## src/rtl/cpu_bist_pkg.sv

```systemverilog
// cpu_bist_pkg: shared types and constants for the CPU board BIST sequencer.
//   - state_e        : sequencer FSM states
//   - vector counts  : NUM_VECTORS total, the first MUX_VECTORS exercise the mux
//   - SW_* / LED_*   : bit positions on the CPU's SW[9:0] / LEDR[9:0] buses
package cpu_bist_pkg;

  typedef enum logic [2:0] {
    ST_IDLE,
    ST_DRIVE,
    ST_SETTLE,
    ST_CHECK,
    ST_DONE
  } state_e;

  localparam int NUM_VECTORS = 16;
  localparam int MUX_VECTORS = 8;

  localparam int SW_W  = 10;
  localparam int LED_W = 10;
  localparam int IDX_W = 4;
  localparam int ERR_W = 5;

  // Switch inputs of the CPU under test
  localparam int SW_IN0 = 0;
  localparam int SW_IN1 = 1;
  localparam int SW_SEL = 2;
  localparam int SW_A   = 7;
  localparam int SW_B   = 8;
  localparam int SW_CIN = 9;

  // LED outputs of the CPU under test
  localparam int LED_MUX  = 0;
  localparam int LED_COUT = 8;
  localparam int LED_S    = 9;

endpackage

```

## src/rtl/cpu_bist_golden.sv

```systemverilog
// cpu_bist_golden: combinational vector table and golden model.
//   idx_i      [3:0] : vector index 0..15
//   vec_o      [9:0] : SW pattern to drive for this index
//   expected_o [9:0] : expected LEDR value (only bits set in mask_o matter)
//   mask_o     [9:0] : LEDR bits that are compared for this index
module cpu_bist_golden
  import cpu_bist_pkg::*;
(
  input  logic [IDX_W-1:0] idx_i,
  output logic [SW_W-1:0]  vec_o,
  output logic [LED_W-1:0] expected_o,
  output logic [LED_W-1:0] mask_o
);

  logic op_a, op_b, op_c;

  // The low three index bits are the operands in both phases.
  assign op_a = idx_i[2];
  assign op_b = idx_i[1];
  assign op_c = idx_i[0];

  always_comb begin
    vec_o      = '0;
    expected_o = '0;
    mask_o     = '0;
    if (idx_i < IDX_W'(MUX_VECTORS)) begin
      // Mux phase: sel=idx[2], in1=idx[1], in0=idx[0]
      vec_o[SW_SEL]       = op_a;
      vec_o[SW_IN1]       = op_b;
      vec_o[SW_IN0]       = op_c;
      expected_o[LED_MUX] = op_a ? op_b : op_c;
      mask_o[LED_MUX]     = 1'b1;
    end else begin
      // Full adder phase: A=idx[2], B=idx[1], Cin=idx[0]
      vec_o[SW_A]          = op_a;
      vec_o[SW_B]          = op_b;
      vec_o[SW_CIN]        = op_c;
      expected_o[LED_S]    = op_a ^ op_b ^ op_c;
      expected_o[LED_COUT] = (op_a & op_b) | (op_a & op_c) | (op_b & op_c);
      mask_o[LED_S]        = 1'b1;
      mask_o[LED_COUT]     = 1'b1;
    end
  end

endmodule

```

## src/rtl/cpu_bist_sequencer.sv

```systemverilog
// cpu_bist_sequencer: drives 16 fixed vectors onto the CPU's SW inputs, waits a
// settle time for each, and checks the CPU's LEDR outputs against a golden model.
//   clk, reset (async, active-high)
//   start      : one-cycle run request, honoured in IDLE or DONE
//   sw_out     : drives CPU SW[9:0]
//   ledr_in    : CPU LEDR[9:0]
//   busy       : run in progress
//   done       : run finished, held until next start/reset
//   pass       : valid with done; 1 when no vector mismatched
//   err_count  : number of mismatching vectors (0..16)
//   fail_valid : a mismatch has been seen this run
//   first_fail : index of the first mismatching vector
module cpu_bist_sequencer
  import cpu_bist_pkg::*;
#(
  parameter int SETTLE_CYCLES = 4
)
(
  input  logic             clk,
  input  logic             reset,
  input  logic             start,
  output logic [SW_W-1:0]  sw_out,
  input  logic [LED_W-1:0] ledr_in,
  output logic             busy,
  output logic             done,
  output logic             pass,
  output logic [ERR_W-1:0] err_count,
  output logic             fail_valid,
  output logic [IDX_W-1:0] first_fail
);

  // The counter is loaded with SETTLE_CYCLES-1, so it only needs to hold that.
  localparam int CNT_W = (SETTLE_CYCLES > 1) ? $clog2(SETTLE_CYCLES) : 1;
  localparam logic [IDX_W-1:0] LAST_IDX = IDX_W'(NUM_VECTORS - 1);

  state_e             state_q, state_d;
  logic [IDX_W-1:0]   idx_q, idx_d;
  logic [CNT_W-1:0]   cnt_q, cnt_d;
  logic [SW_W-1:0]    sw_q, sw_d;
  logic               busy_q, busy_d;
  logic               done_q, done_d;
  logic               pass_q, pass_d;
  logic [ERR_W-1:0]   err_q, err_d;
  logic               fv_q, fv_d;
  logic [IDX_W-1:0]   ff_q, ff_d;

  logic [SW_W-1:0]    gold_vec;
  logic [LED_W-1:0]   gold_exp;
  logic [LED_W-1:0]   gold_mask;
  logic               mismatch;
  logic [ERR_W-1:0]   err_inc;

  cpu_bist_golden u_golden (
    .idx_i      (idx_q),
    .vec_o      (gold_vec),
    .expected_o (gold_exp),
    .mask_o     (gold_mask)
  );

  assign mismatch = |((ledr_in ^ gold_exp) & gold_mask);
  // Error count including the vector currently being checked.
  assign err_inc  = err_q + ERR_W'(mismatch);

  always_ff @(posedge clk or posedge reset) begin
    if (reset) begin
      state_q <= ST_IDLE;
      idx_q   <= '0;
      cnt_q   <= '0;
      sw_q    <= '0;
      busy_q  <= 1'b0;
      done_q  <= 1'b0;
      pass_q  <= 1'b0;
      err_q   <= '0;
      fv_q    <= 1'b0;
      ff_q    <= '0;
    end else begin
      state_q <= state_d;
      idx_q   <= idx_d;
      cnt_q   <= cnt_d;
      sw_q    <= sw_d;
      busy_q  <= busy_d;
      done_q  <= done_d;
      pass_q  <= pass_d;
      err_q   <= err_d;
      fv_q    <= fv_d;
      ff_q    <= ff_d;
    end
  end

  always_comb begin
    state_d = state_q;
    idx_d   = idx_q;
    cnt_d   = cnt_q;
    sw_d    = sw_q;
    busy_d  = busy_q;
    done_d  = done_q;
    pass_d  = pass_q;
    err_d   = err_q;
    fv_d    = fv_q;
    ff_d    = ff_q;

    case (state_q)
      ST_IDLE, ST_DONE: begin
        if (start) begin
          state_d = ST_DRIVE;
          idx_d   = '0;
          err_d   = '0;
          fv_d    = 1'b0;
          ff_d    = '0;
          done_d  = 1'b0;
          pass_d  = 1'b0;
          busy_d  = 1'b1;
        end
      end

      ST_DRIVE: begin
        sw_d    = gold_vec;
        cnt_d   = CNT_W'(SETTLE_CYCLES - 1);
        state_d = ST_SETTLE;
      end

      ST_SETTLE: begin
        if (cnt_q == '0) begin
          state_d = ST_CHECK;
        end else begin
          cnt_d = cnt_q - CNT_W'(1);
        end
      end

      ST_CHECK: begin
        if (mismatch) begin
          err_d = err_inc;
          if (!fv_q) begin
            fv_d = 1'b1;
            ff_d = idx_q;
          end
        end
        if (idx_q == LAST_IDX) begin
          // A start on this edge is not seen: DONE is only entered here.
          state_d = ST_DONE;
          busy_d  = 1'b0;
          done_d  = 1'b1;
          pass_d  = (err_inc == '0);
          sw_d    = '0;
        end else begin
          idx_d   = idx_q + IDX_W'(1);
          state_d = ST_DRIVE;
        end
      end

      default: begin
        state_d = ST_IDLE;
      end
    endcase
  end

  assign sw_out     = sw_q;
  assign busy       = busy_q;
  assign done       = done_q;
  assign pass       = pass_q;
  assign err_count  = err_q;
  assign fail_valid = fv_q;
  assign first_fail = ff_q;

endmodule

```

## config.mk

```make
export PLATFORM = sky130hd
export DESIGN_NAME = cpu_bist_sequencer
export DESIGN_NICKNAME = d
export VERILOG_FILES = /design/src/rtl/cpu_bist_pkg.sv /design/src/rtl/cpu_bist_golden.sv /design/src/rtl/cpu_bist_sequencer.sv
export SDC_FILE = /design/constraint.sdc
export NUM_CORES = 1
export LEC_CHECK = 0
export BUFFER_PORTS_ARGS = -buffer_cell sky130_fd_sc_hd__buf_2
export CAP_MARGIN = 30
export CELL_PAD_IN_SITES_DETAIL_PLACEMENT = 0
export CELL_PAD_IN_SITES_GLOBAL_PLACEMENT = 1
export CORE_UTILIZATION = 42
export CTS_CLUSTER_SIZE = 12
export DETAILED_ROUTE_END_ITERATION = 7
export PLACE_DENSITY_LB_ADDON = 0.1
export SYNTH_ARGS = -nofsm -noshare
export SYNTH_HDL_FRONTEND = slang
export SYNTH_HIERARCHICAL = 1
export SYNTH_SLANG_ARGS = --single-unit
```

## constraint.sdc

```tcl
create_clock -name clk -period 3.6 [get_ports clk]
set_input_delay 1.08 -clock clk [delete_from_list [all_inputs] [get_ports clk]]
set_output_delay 1.08 -clock clk [all_outputs]
set_load 0.01 [all_outputs]
```

# ---- Word level (Yosys, flattened, before mapping)
# Index checks and enable logic that the tools add are counted.
dict set report word_totals {
  reg_bits 32
  inputBits 13
  out_inout_bits 23
}
dict set report classes {
  add_sub_neg 3
  order_cmp 1
  n_eq_ne 12
  mux 34
  bitwise 9
  reduce_logical 15
}
# operator n
set op_table {}
lappend op_table {{$pmux W10 S2} 1}
lappend op_table {{$mux W4} 4}
lappend op_table {{$pmux W4 S2} 2}
lappend op_table {{$mux W3} 5}
lappend op_table {{$ne A2 B2 Y1 const B} 7}
lappend op_table {{$pmux W3 S4} 1}
lappend op_table {{$and A10 B10 Y10} 1}
lappend op_table {{$mux W10} 1}
lappend op_table {{$mux W5} 2}
lappend op_table {{$pmux W5 S2} 1}
lappend op_table {{$reduce_or A10 Y1} 1}
lappend op_table {{$xor A10 B10 Y10} 1}
lappend op_table {{$mux W1} 9}
lappend op_table {{$reduce_and A3 Y1} 3}
lappend op_table {{$pmux W1 S2} 4}
lappend op_table {{$eq A3 B2 Y1 const B} 2}
lappend op_table {{$mux W2} 3}
lappend op_table {{$reduce_and A2 Y1} 3}
lappend op_table {{$reduce_bool A2 Y1} 3}
lappend op_table {{$add A5 B1 Y5} 1}
lappend op_table {{$logic_not A5 Y1} 1}
lappend op_table {{$add A4 B1 Y4 const B} 1}
lappend op_table {{$eq A4 B4 Y1 const B} 1}
lappend op_table {{$lt A4 B4 Y1 const B} 1}
lappend op_table {{11 further kinds} 15}

# ---- Depth between registers and ports, before layout
# Gate-level depths: netlist (run 1).
dict set report logic_depth {
  word_depth 11
  ltp_mapped 13
  ltp_nobuf 12
}

# ---- By module
# Netlist (run 1), hierarchy kept.
# mod n_inst cells_each area_each_um2 seq_area_each_um2
set by_module_without_submodules {}
lappend by_module_without_submodules {cpu_bist_sequencer 1 178 1661.6 800.8}
lappend by_module_without_submodules {cpu_bist_golden 1 33 241.5 0.0}

# ---- Worst setup path before layout (run 1)
# OpenSTA, ideal clock, no wires.
dict set report synth_path {
  kind {flip-flop to flip-flop}
  startpoint {reg idx_q[0]}
  endpoint {reg pass_q, in the netlist pass}
  setup_ns 0.083
  arrival_time_ns 3.013
  path_slack_ns 0.505
  path_stages_with_launch 14
  period_less_slack_ns 3.095
  path_cell_list {dfrtp_1 fa_1 and2_1 xor2_1 a22oi_1 nand4_1 a221o_1 buf_6 ha_1 ha_1 nor3_1 a31oi_1 or4_1 o21ai_0}
}
dict set report synth_between {
  elab_cells_between_ends 21
  cone_classes {1 x add/sub; 1 x order compare; 2 x eq/ne; 7 x mux; 7 x bitwise; 3 x reduce/logical}
}
# element line_no
set synth_lines {}
lappend synth_lines {{from (decl)} cpu_bist_sequencer.sv:37} ;# logic [IDX_W-1:0] idx_q, idx_d;
lappend synth_lines {{from (signal assigned)} cpu_bist_sequencer.sv:78} ;# idx_q <= idx_d;
lappend synth_lines {{$lt A4 B4 Y1 / $xor A1 B1 Y1 (equally long branches)} {cpu_bist_golden.sv:26, cpu_bist_golden.sv:38}}
lappend synth_lines {{$mux W2 (*)} cpu_bist_golden.sv:26} ;# if (idx_i < IDX_W'(MUX_VECTORS)) begin
lappend synth_lines {{net gold_exp[9]} cpu_bist_sequencer.sv:48} ;# logic [LED_W-1:0] gold_exp;
lappend synth_lines {{$xor A10 B10 Y10 (*)} cpu_bist_sequencer.sv:60} ;# assign mismatch = |((ledr_in ^ gold_exp) & gold_mask);
lappend synth_lines {{$and A10 B10 Y10 (*)} cpu_bist_sequencer.sv:60}
lappend synth_lines {{$reduce_or A10 Y1 (*)} cpu_bist_sequencer.sv:60}
lappend synth_lines {{$add A5 B1 Y5 (*)} cpu_bist_sequencer.sv:62} ;# assign err_inc = err_q + ERR_W'(mismatch);
lappend synth_lines {{$logic_not A5 Y1 (*)} cpu_bist_sequencer.sv:143} ;# pass_d = (err_inc == '0);
lappend synth_lines {{$mux W1 (*)} cpu_bist_sequencer.sv:138} ;# if (idx_q == LAST_IDX) begin
lappend synth_lines {{$pmux W1 S2 (*)} cpu_bist_sequencer.sv:102} ;# case (state_q)
lappend synth_lines {{to (signal assigned)} cpu_bist_sequencer.sv:83} ;# pass_q <= pass_d;
lappend synth_lines {{to (decl)} cpu_bist_sequencer.sv:42} ;# logic pass_q, pass_d;
# Mark *: on every way through the listed nets, which the timed path passes. The rest lies on a longest branch. The select of a mux whose other input is x is not followed.
# A chain may end at the register's enable or synchronous reset.

# ---- Worst setup path in the final report (run 1)
# Ends and elaborated chain as after synthesis.

==> results of run 1 <==
## metal layers
metal	wire (um)	track usage (%)	vias up
met5	0	0	-
met4	36	6.80	0
met3	131	4.51	4
met2	1670	26.6	34
met1	1910	23.1	670
li1	-	-	749
## cells in the mapped netlist, types with 2 or more instances
| library cell | count | area [um2] |
|---|---|---|
| nor2_1 | 10 | 37.5 |
| and2_1 | 6 | 37.5 |
| buf_4 | 20 | 150 |
| nand2_1 | 37 | 139 |
| dfrtp_1 | 32 | 801 |
| mux2i_1 | 6 | 60.1 |
| xnor2_1 | 3 | 26.3 |
| clkbuf_1 | 3 | 11.3 |
| nor3_1 | 5 | 25.0 |
| nand4_1 | 2 | 12.5 |
| and3_1 | 2 | 12.5 |
| nand3_1 | 10 | 50.1 |
| nor2b_1 | 3 | 18.8 |
| a21oi_1 | 3 | 15.0 |
| a22oi_1 | 4 | 30.0 |
| inv_1 | 11 | 41.3 |
| ha_1 | 4 | 50.1 |
| xor2_1 | 10 | 87.6 |
| a22o_1 | 3 | 26.3 |
| o21ai_0 | 15 | 75.1 |
| a21o_2 | 2 | 17.5 |
## cell families (layout without fill, tap and decap cells)
kind of cell,count (synthesis),after routing
AOI/OAI and AO/OA,36,36
xor gates and xnor gates,13,13
adders and majority gates,5,5
buffers and inverters,37,60
DFF,32,32
muxes,6,6
other,1,18
and+or+nand+nor,81,81
## power groups by stage
| stage | clock network (mW) | logic [mW] | registers, mW |
|---|---|---|---|
| after floorplan | 0 | 0.382 | 0.571 |
| after global placement | 0 | 0.551 | 0.560 |
| after detailed placement | 0 | 0.551 | 0.563 |
| after CTS | 0.391 | 0.554 | 0.556 |
| after global routing | 0.406 | 0.622 | 0.572 |
| final | 0.380 | 0.548 | 0.555 |
## sequential cells by signal, summed over array words and instances (netlist names)
register,cells
busy,1
cnt_q,2
done,1
err_count,5
fail_valid,1
first_fail,4
idx_q,4
pass,1
state_q,3
sw_out,10
## cells in the final DEF, fill, tap and decap left out, types with 4 or more instances in the layout
cell type,count
buf_2,35
o21ai_0,15
mux2i_1,6
conb_1,18
nor3_1,5
xor2_1,10
and2_1,6
a22oi_1,4
clkbuf_8,7
nor2_1,10
ha_1,4
nand3_1,10
nand2_1,37
buf_4,6
inv_1,11
dfrtp_1,32
## cell type report
class | instances | area (um2)
Timing Repair Buffer | 41 | 220
Clock buffer | 7 | 96.3
Clock inverter | 1 | 30.0
Fill cell | 418 | 2160
Tap cell | 52 | 65.1
Multi-Input combinational cell | 159 | 943
Sequential cell | 32 | 801
Inverter | 11 | 41.3
## metrics by stage
stage	setup slack [ns]	utilization, %	cell area (um2)	hold WS (ns)	power, mW
2_1_floorplan	0.505	-	1970	0.444	0.953
3_3_place_gp	0.343	47.6	2070	0.457	1.11
3_5_place_dp	0.285	47.6	2070	0.458	1.11
4_1_cts	0.414	50.5	2200	0.477	1.50
5_1_grt	0.168	50.5	2200	0.503	1.60
6_report	0.460	50.5	2200	0.469	1.48
## path summary, 6_finish.rpt
kind,endpoint,start,cells past startpoint
min in group asynchronous,sw_out[6],reset,2
max in group asynchronous,first_fail[1],reset,3
worst min-delay path,busy,busy,2
worst max register to register,pass,idx_q[0],12
worst min register to register,busy,busy,2
worst max-delay path,pass,idx_q[0],12
## worst min-delay path, cell delays in order (launching register included)
cell	delay, ns
dfrtp_1	0.34
nand2_1	0.05
nand2_1	0.05
==> run summary, run 1 <==
status = finished clean
Setup crit end kind = register
Initial Util = 43.7%
Root Buffer = clkbuf_8
leakage power = 1.11 nW
row cnt = 24
Buffers & Inverters on Critical Path = 0
diodes inserted = 0
Synth Area in Simple Gates = 20.8%
worst slew pin tran = 0.786 ns
vias in the first global route = 1355
WL final = 3740 um
Slew Viols, Final = 0
postcts setup bufs = 0
Final period util = 87.2%
Worst-Skew Late Latency = 0.29 ns
GPL Wtd Cong = 0.714
GRT Residual Overflow = 0
slowest cell delay on critical path = 0.46 ns
first-pass GRT wire length = 6570 um
die width = 69.3 um
#FFs+latches synth = 32
area delta synth->final = 15.5%
post-synthesis sequential area ratio = 42.1%
Clock Sinks = 32
crit path time final = 3.14 ns
Max IR drop VDD = 0.000303 V
CP dominant cell by count = ha_1
Final setup viols = 0
worst path required time = 3.80 ns
library cells used by synthesis = 41
I/O pin cnt = 36
CP top delay family = adder cells
Pwr per Cell Area = 675 nW/um2
EDFF count, synth = 0
Non-Filler Instances = 303
DRT iter0 DRCs = 80
DIE AREA = 4800 um2
Synth async-reset ratio = 100%
via/cell ratio = 4.81
largest net degree at the start of global routing = 17
remaining antenna violation count = 0
drt pass-1 iters = 4
CTS clk-pin slew, worst paths = 0.07 ns
CTS tree = done
mapped cell area = 1900 um2
die height = 69.3 um
DRC Markers = 0
max cap viols = 0
unrepaired setup endpoints after global routing = no
gr usage total = 17.2%
Port Buffer Count = 35
sw frac = 36.4%
post-synthesis compound-gate area fraction = 12.4%
Resize count post-CTS = 0
internal cell power = 0.944 mW
final hold vios = 0
Synth Area in XOR/XNOR = 5.98%
DP HPWL = 2670 um
largest family of logic cells by synthesized area = simple AND/OR/NAND/NOR gates
multiplexer area fraction after synthesis = 3.16%
initial antenna violation count = 0
Placed Cells = 295
Core Area = 4350 um2
kind of critical path = reg -> reg
sequential share of power = 37.4%
Top FF cell, synth = dfrtp_1
cts-stage hold buffer count = 0
f_max = 318 MHz
r2r setup slk = 0.46 ns
NetSw = 0.540 mW
Num CTS Buffers = 5
Hold Crit Class = reg -> reg
Adder-Cell Fraction of Synth Area = 3.68%
critical path data arrival time = 3.34 ns
maximum fanout along the worst path = 6
DR WL/cell = 12.4 um
startpoint types = register
CP Cell Sequence = fa_1 -> and2_1 -> xor2_1 -> a22oi_1 -> nand4_1 -> a221o_1 -> ha_1 -> ha_1 -> nor3_1 -> a31oi_1 -> or4_1 -> o21ai_0
slew margin rel. = 47.4%
fin nets = 268
combinational share of power = 37.0%
Syn Area/Cell = 9.02 um2
fraction of layout cells with a size suffix above 1 = 21.9%
Ys Warns = 6
Synth Instances = 211
DR vias = 1457
slowest library cell on the worst path = fa_1
skew final = 0.00840 ns
H-tree levels = 2
Clock power frac = 25.6%
maximum clock path buffer count = 2
setup TNS = 0 ns
Power figures use the tool's default switching activity.
==> run 2, diff against run 1 <==
--- a/config.mk
+++ b/config.mk
@@ -6,7 +6,7 @@
 export NUM_CORES = 1
 export LEC_CHECK = 0
 export BUFFER_PORTS_ARGS = -buffer_cell sky130_fd_sc_hd__buf_2
-export CAP_MARGIN = 30
+export CAP_MARGIN = 10
 export CELL_PAD_IN_SITES_DETAIL_PLACEMENT = 0
 export CELL_PAD_IN_SITES_GLOBAL_PLACEMENT = 1
 export CORE_UTILIZATION = 42
==> constraint.sdc (replaced) <==
create_clock -name clk -period 3.3 [get_ports clk]
set_input_delay 0.99 -clock clk [delete_from_list [all_inputs] [get_ports clk]]
set_output_delay 0.99 -clock clk [all_outputs]
set_load 0.01 [all_outputs]
==> run summary, run 2 (synthesis results as in run 1) <==
DR vias = 1482 (+1.7%)
status = finished clean
first-pass GRT wire length = 6800 um (+3.5%)
slowest cell delay on critical path = 0.48 ns (+0.02 ns)
DP HPWL = 2600 um (-2.6%)
largest net degree at the start of global routing = 33 (+16)
area delta synth->final = 13.3%
Clock Sinks = 32 (unchanged)
worst slew pin tran = 0.745 ns (-0.0404 ns)
remaining antenna violation count = 0 (unchanged)
row cnt = 24 (unchanged)
Final setup viols = 0 (unchanged)
worst r2r src = idx_q[0]
DRT iter0 DRCs = 110 (+38%)
Worst-Skew Late Latency = 0.29 ns (about the same)
DR WL/cell = 12.3 um (-0.63%)
commonest non-fill, non-tap cells in the layout = nand2_1, buf_2, dfrtp_1, conb_1, o21ai_0
crit path time final = 3.08 ns (-0.0628 ns)
commonest non-fill, non-tap cell in the layout = nand2_1
kind of critical path = reg -> reg
leakage power = 1.09 nW (-2.2%)
Num CTS Buffers = 5 (unchanged)
diodes inserted = 0 (unchanged)
max reg flops = 10 (unchanged)
WL final = 3710 um (-0.96%)
CTS clk-pin slew, worst paths = 0.06 ns (about the same)
DIE AREA = 4800 um2 (unchanged)
gr usage total = 17.5% (+0.29 points)
GRT Residual Overflow = 0 (unchanged)
f_max = 325 MHz (+2.0%)
Final period util = 93.2% (+6.0 points)
Setup crit end kind = register
fin nets = 268 (unchanged)
startpoint types = register
vias in the first global route = 1431 (+5.6%)
Slew Viols, Final = 0 (unchanged)
critical path data arrival time = 3.28 ns (-0.06 ns)
Worst Hold Endpoint = state_q[1]
Max IR drop VDD = 0.000297 V (-1.9%)
DRC Markers = 0 (unchanged)
die width = 69.3 um (unchanged)
max cap viols = 0 (unchanged)
R2R cell count = 12 (unchanged)
maximum fanout along the worst path = 6 (unchanged)
unrepaired setup endpoints after global routing = no
initial antenna violation count = 0 (unchanged)
Hold Crit Class = reg -> reg
skew final = 0.00244 ns (-0.00596 ns)
die height = 69.3 um (unchanged)
Critical R2R Capture = pass
Port Buffer Count = 35 (unchanged)
Initial Util = 43.7% (unchanged)
GPL Wtd Cong = 0.763 (+6.9%)
Hold Path Origin = state_q[2]
hold path depth = 1 (-1)
drt pass-1 iters = 4 (unchanged)
maximum clock path buffer count = 2 (unchanged)
I/O pin cnt = 36 (unchanged)
cts-stage hold buffer count = 0 (unchanged)
H-tree levels = 2 (unchanged)
worst path required time = 3.51 ns (-0.29 ns)
slowest library cell on the worst path = fa_1
fraction of layout cells with a size suffix above 1 = 22.0% (+0.088 points)
r2r setup slk = 0.22 ns (-0.24 ns)
via/cell ratio = 4.91 (+2.1%)
Finished Core Util = 49.5% (-0.95 points)
Pwr per Cell Area = 693 nW/um2 (+2.7%)
Core Area = 4350 um2 (unchanged)
slew margin rel. = 50.1% (+2.7 points)
final hold vios = 0 (unchanged)
CTS tree = done
CP Cell Sequence = fa_1 -> and2_1 -> xor2_1 -> a22oi_1 -> nand4_1 -> a221o_1 -> ha_1 -> ha_2 -> nor3_2 -> a31oi_1 -> or4_1 -> o21ai_0
setup TNS = 0 ns (unchanged)
Root Buffer = clkbuf_8
-- run 2: cell types whose count changed in the layout (fill, tap and decap cells not counted), sizes merged --
cell    change
bufinv      -1
clkbuf      -1
clkinv      +1
-- run 2: how the worst max path moves through the flow --
stage                     startpoint   end  slack [ns]
final                       idx_q[0]  pass        0.22
after global routing        idx_q[0]  pass       0.009
after CTS                   idx_q[0]  pass        0.13
after detailed placement  ledr_in[9]  pass        0.12
after global placement    ledr_in[9]  pass        0.14
after floorplan             idx_q[0]  pass        0.20
-- run 2: what timing repair did --
item	CTS	global route
hold endpoints to repair	0	0
gates resized for setup	0	2
endpoints found under the setup margin	0	1
setup buffers	0	0
-- run 2: through the flow --
stage	instance area (um2)	std cells	hold slack [ns]	power, mW	setup slack [ns]
floorplan	1970	228	0.444	1.04	0.205
global placement	2070	295	0.462	1.21	0.141
detailed placement	2070	295	0.463	1.22	0.124
CTS	2150	302	0.474	1.51	0.129
global route	2160	302	0.503	1.63	0.00879
finish	2160	302	0.476	1.49	0.223
-- run 2: final cells by class --
class,instances,area (um2)
clock buffers,6,72.6
clock inverters,1,5.00
fillers,440,2200
inverters,11,41.3
multi-input cells,159,951
flip-flops and latches,32,801
well taps,52,65.1
repair buffers,41,220
-- run 2: power breakdown --
| part | internal (mW) | total (mW) | switching (mW) |
|---|---|---|---|
| Combinational | 0.267 | 0.603 | 0.336 |
| Clock | 0.143 | 0.285 | 0.142 |
| Sequential | 0.501 | 0.607 | 0.106 |
-- run 2: worst max-delay path: cells and delay by family, from the launching register on --
family / cells / cell delay [ns]
AO/OA/AOI/OAI: 4 / 0.70
flip-flops: 1 / 0.40
XOR/XNOR: 1 / 0.15
adder cells (fa/ha/maj): 3 / 0.92
AND/OR/NAND/NOR: 4 / 0.83
-- run 2: routing by layer --
| layer | wire (um) | global-route usage (%) | up-vias |
|---|---|---|---|
| li1 | - | - | 749 |
| met1 | 1790 | 23.1 | 695 |
| met2 | 1710 | 27.8 | 32 |
| met3 | 155 | 5.09 | 6 |
| met4 | 46 | 5.44 | 0 |
| met5 | 0 | 0 | - |
==> run 3, diff against run 2 <==
--- a/config.mk
+++ b/config.mk
@@ -9,10 +9,12 @@
 export CAP_MARGIN = 10
 export CELL_PAD_IN_SITES_DETAIL_PLACEMENT = 0
 export CELL_PAD_IN_SITES_GLOBAL_PLACEMENT = 1
+export CORE_MARGIN = 8
 export CORE_UTILIZATION = 42
 export CTS_CLUSTER_SIZE = 12
 export DETAILED_ROUTE_END_ITERATION = 7
 export PLACE_DENSITY_LB_ADDON = 0.1
+export SLEW_MARGIN = 40
 export SYNTH_ARGS = -nofsm -noshare
 export SYNTH_HDL_FRONTEND = slang
 export SYNTH_HIERARCHICAL = 1
==> run summary, run 3 (synthesis results as in run 1) <==
setup TNS = 0 ns (unchanged)
Pwr per Cell Area = 721 nW/um2 (+4.0%)
DRT iter0 DRCs = 63 (-43%)
drt pass-1 iters = 4 (unchanged)
hold path depth = 2 (+1)
Max IR drop VDD = 0.000289 V (-2.5%)
Root Buffer = clkbuf_8
Worst-Skew Late Latency = 0.28 ns (about the same)
sequential share of power = 38.6% (-2.0 points)
commonest non-fill, non-tap cell in the layout = nand2_1
die height = 83.3 um (+20%)
worst slew pin tran = 0.729 ns (-0.0162 ns)
DR WL/cell = 12.7 um (+3.2%)
Placed Area = 2080 um2 (+0.36%)
Final setup viols = 0 (unchanged)
slew margin rel. = 51.2% (+1.1 points)
Port Buffer Count = 35 (unchanged)
DRC Markers = 0 (unchanged)
final hold vios = 0 (unchanged)
postcts setup bufs = 0 (unchanged)
fraction of layout cells with a size suffix above 1 = 22.2% (+0.22 points)
worst r2r src = idx_q[0]
first-pass GRT wire length = 7020 um (+3.3%)
DIE AREA = 6940 um2 (+44%)
Hold Path Origin = busy
Final period util = 92.6% (-0.62 points)
via/cell ratio = 4.75 (-3.1%)
remaining antenna violation count = 0 (unchanged)
sw frac = 37.3% (-1.7 points)
commonest non-fill, non-tap cells in the layout = nand2_1, buf_2, dfrtp_1, conb_1, o21ai_0
kind of critical path = reg -> reg
skew final = 0.00462 ns (+0.00218 ns)
Core Area = 4350 um2 (unchanged)
critical path data arrival time = 3.26 ns (-0.02 ns)
R2R cell count = 12 (unchanged)
f_max = 327 MHz (+0.66%)
startpoint types = register
row cnt = 24 (unchanged)
Non-Filler Instances = 304 (+0.66%)
Initial Util = 43.7% (unchanged)
diodes inserted = 0 (unchanged)
initial antenna violation count = 0 (unchanged)
Num CTS Buffers = 5 (unchanged)
Clock power frac = 23.4% (+4.3 points)
area delta synth->final = 15.1%
CTS tree = done
unrepaired setup endpoints after global routing = no
Placed Cells = 296 (+0.34%)
Clock Sinks = 32 (unchanged)
maximum clock path buffer count = 2 (unchanged)
Setup crit end kind = register
Slew Viols, Final = 0 (unchanged)
max cap viols = 0 (unchanged)
DR vias = 1445 (-2.5%)
maximum fanout along the worst path = 2 (-4)
cts-stage hold buffer count = 0 (unchanged)
leakage power = 1.11 nW (+2.0%)
crit path time final = 3.06 ns (-0.0203 ns)
largest net degree at the start of global routing = 33 (unchanged)
crit path launch = idx_q[0]
combinational share of power = 38.0% (-2.3 points)
GRT Residual Overflow = 0 (unchanged)
design area = 2190 um2 (+1.6%)
fin nets = 269 (+0.37%)
internal cell power = 0.991 mW (+8.7%)
WL final = 3850 um (+3.9%)
H-tree levels = 2 (unchanged)
Hold Crit Class = reg -> reg
NetSw = 0.590 mW (+0.99%)
gr usage total = 11.9% (-5.6 points)
DP HPWL = 2820 um (+8.4%)
max reg flops = 10 (unchanged)
worst path required time = 3.51 ns (about the same)
vias in the first global route = 1474 (+3.0%)
die width = 83.3 um (+20%)
GPL Wtd Cong = 0.757 (-0.80%)
I/O pin cnt = 36 (unchanged)
CTS clk-pin slew, worst paths = 0.07 ns (about the same)
status = finished clean
[run 3: stage by stage]
step,util [%],hold WS [ns],setup WS (ns),power (mW)
final,50.3,0.471,0.243,1.58
after global routing,50.3,0.515,0.0204,1.72
after CTS,50.2,0.478,0.187,1.60
after detailed placement,47.7,0.459,0.151,1.22
after global placement,47.7,0.460,0.214,1.22
after floorplan,-,0.444,0.205,1.04
[run 3: cell type report]
class,count,area [um2]
clock buffers,6,72.6
fillers,425,2160
well taps,52,65.1
inverters,11,41.3
flip-flops and latches,32,801
clock inverters,2,35.0
repair buffers,42,228
multi-input cells,159,948
[run 3: timing repair]
action | in CTS | in global routing
setup endpoints to repair | 0 | 1
endpoints found under the hold margin | 0 | 0
resized for setup | 0 | 2
[run 3: power groups by stage]
stage	Combinational [mW]	Clock (mW)	Sequential [mW]
after floorplan	0.416	0	0.623
after global placement	0.611	0	0.613
after detailed placement	0.605	0	0.615
after CTS	0.610	0.383	0.609
after global routing	0.688	0.395	0.632
final	0.601	0.370	0.610
[run 3: routing by layer]
layer  up-vias  track usage (%)  share of wire, %
met5         -                0                 0
met4         0             3.83               1.3
met3         5             4.10               4.5
met2        25             19.0                45
met1       663             14.6                49
li1        752                -                 -
[run 3: final timing paths]
kind | to | slack [ns]
max | pass | 0.24
min | busy | 0.47
max reg2reg | pass | 0.24
min reg2reg | busy | 0.47
max in group asynchronous | fail_valid | 2.23
min in group asynchronous | cnt_q[0] | 0.78
[run 3: critical path, stage by stage, from the launching register on]
cell	delay [ns]
dfrtp_1	0.40
fa_1	0.47
and2_1	0.17
xor2_1	0.15
a22oi_1	0.20
nand4_1	0.12
a221o_1	0.31
ha_1	0.21
ha_1	0.21
nor3_2	0.14
a31oi_1	0.05
or4_1	0.42
o21ai_1	0.13
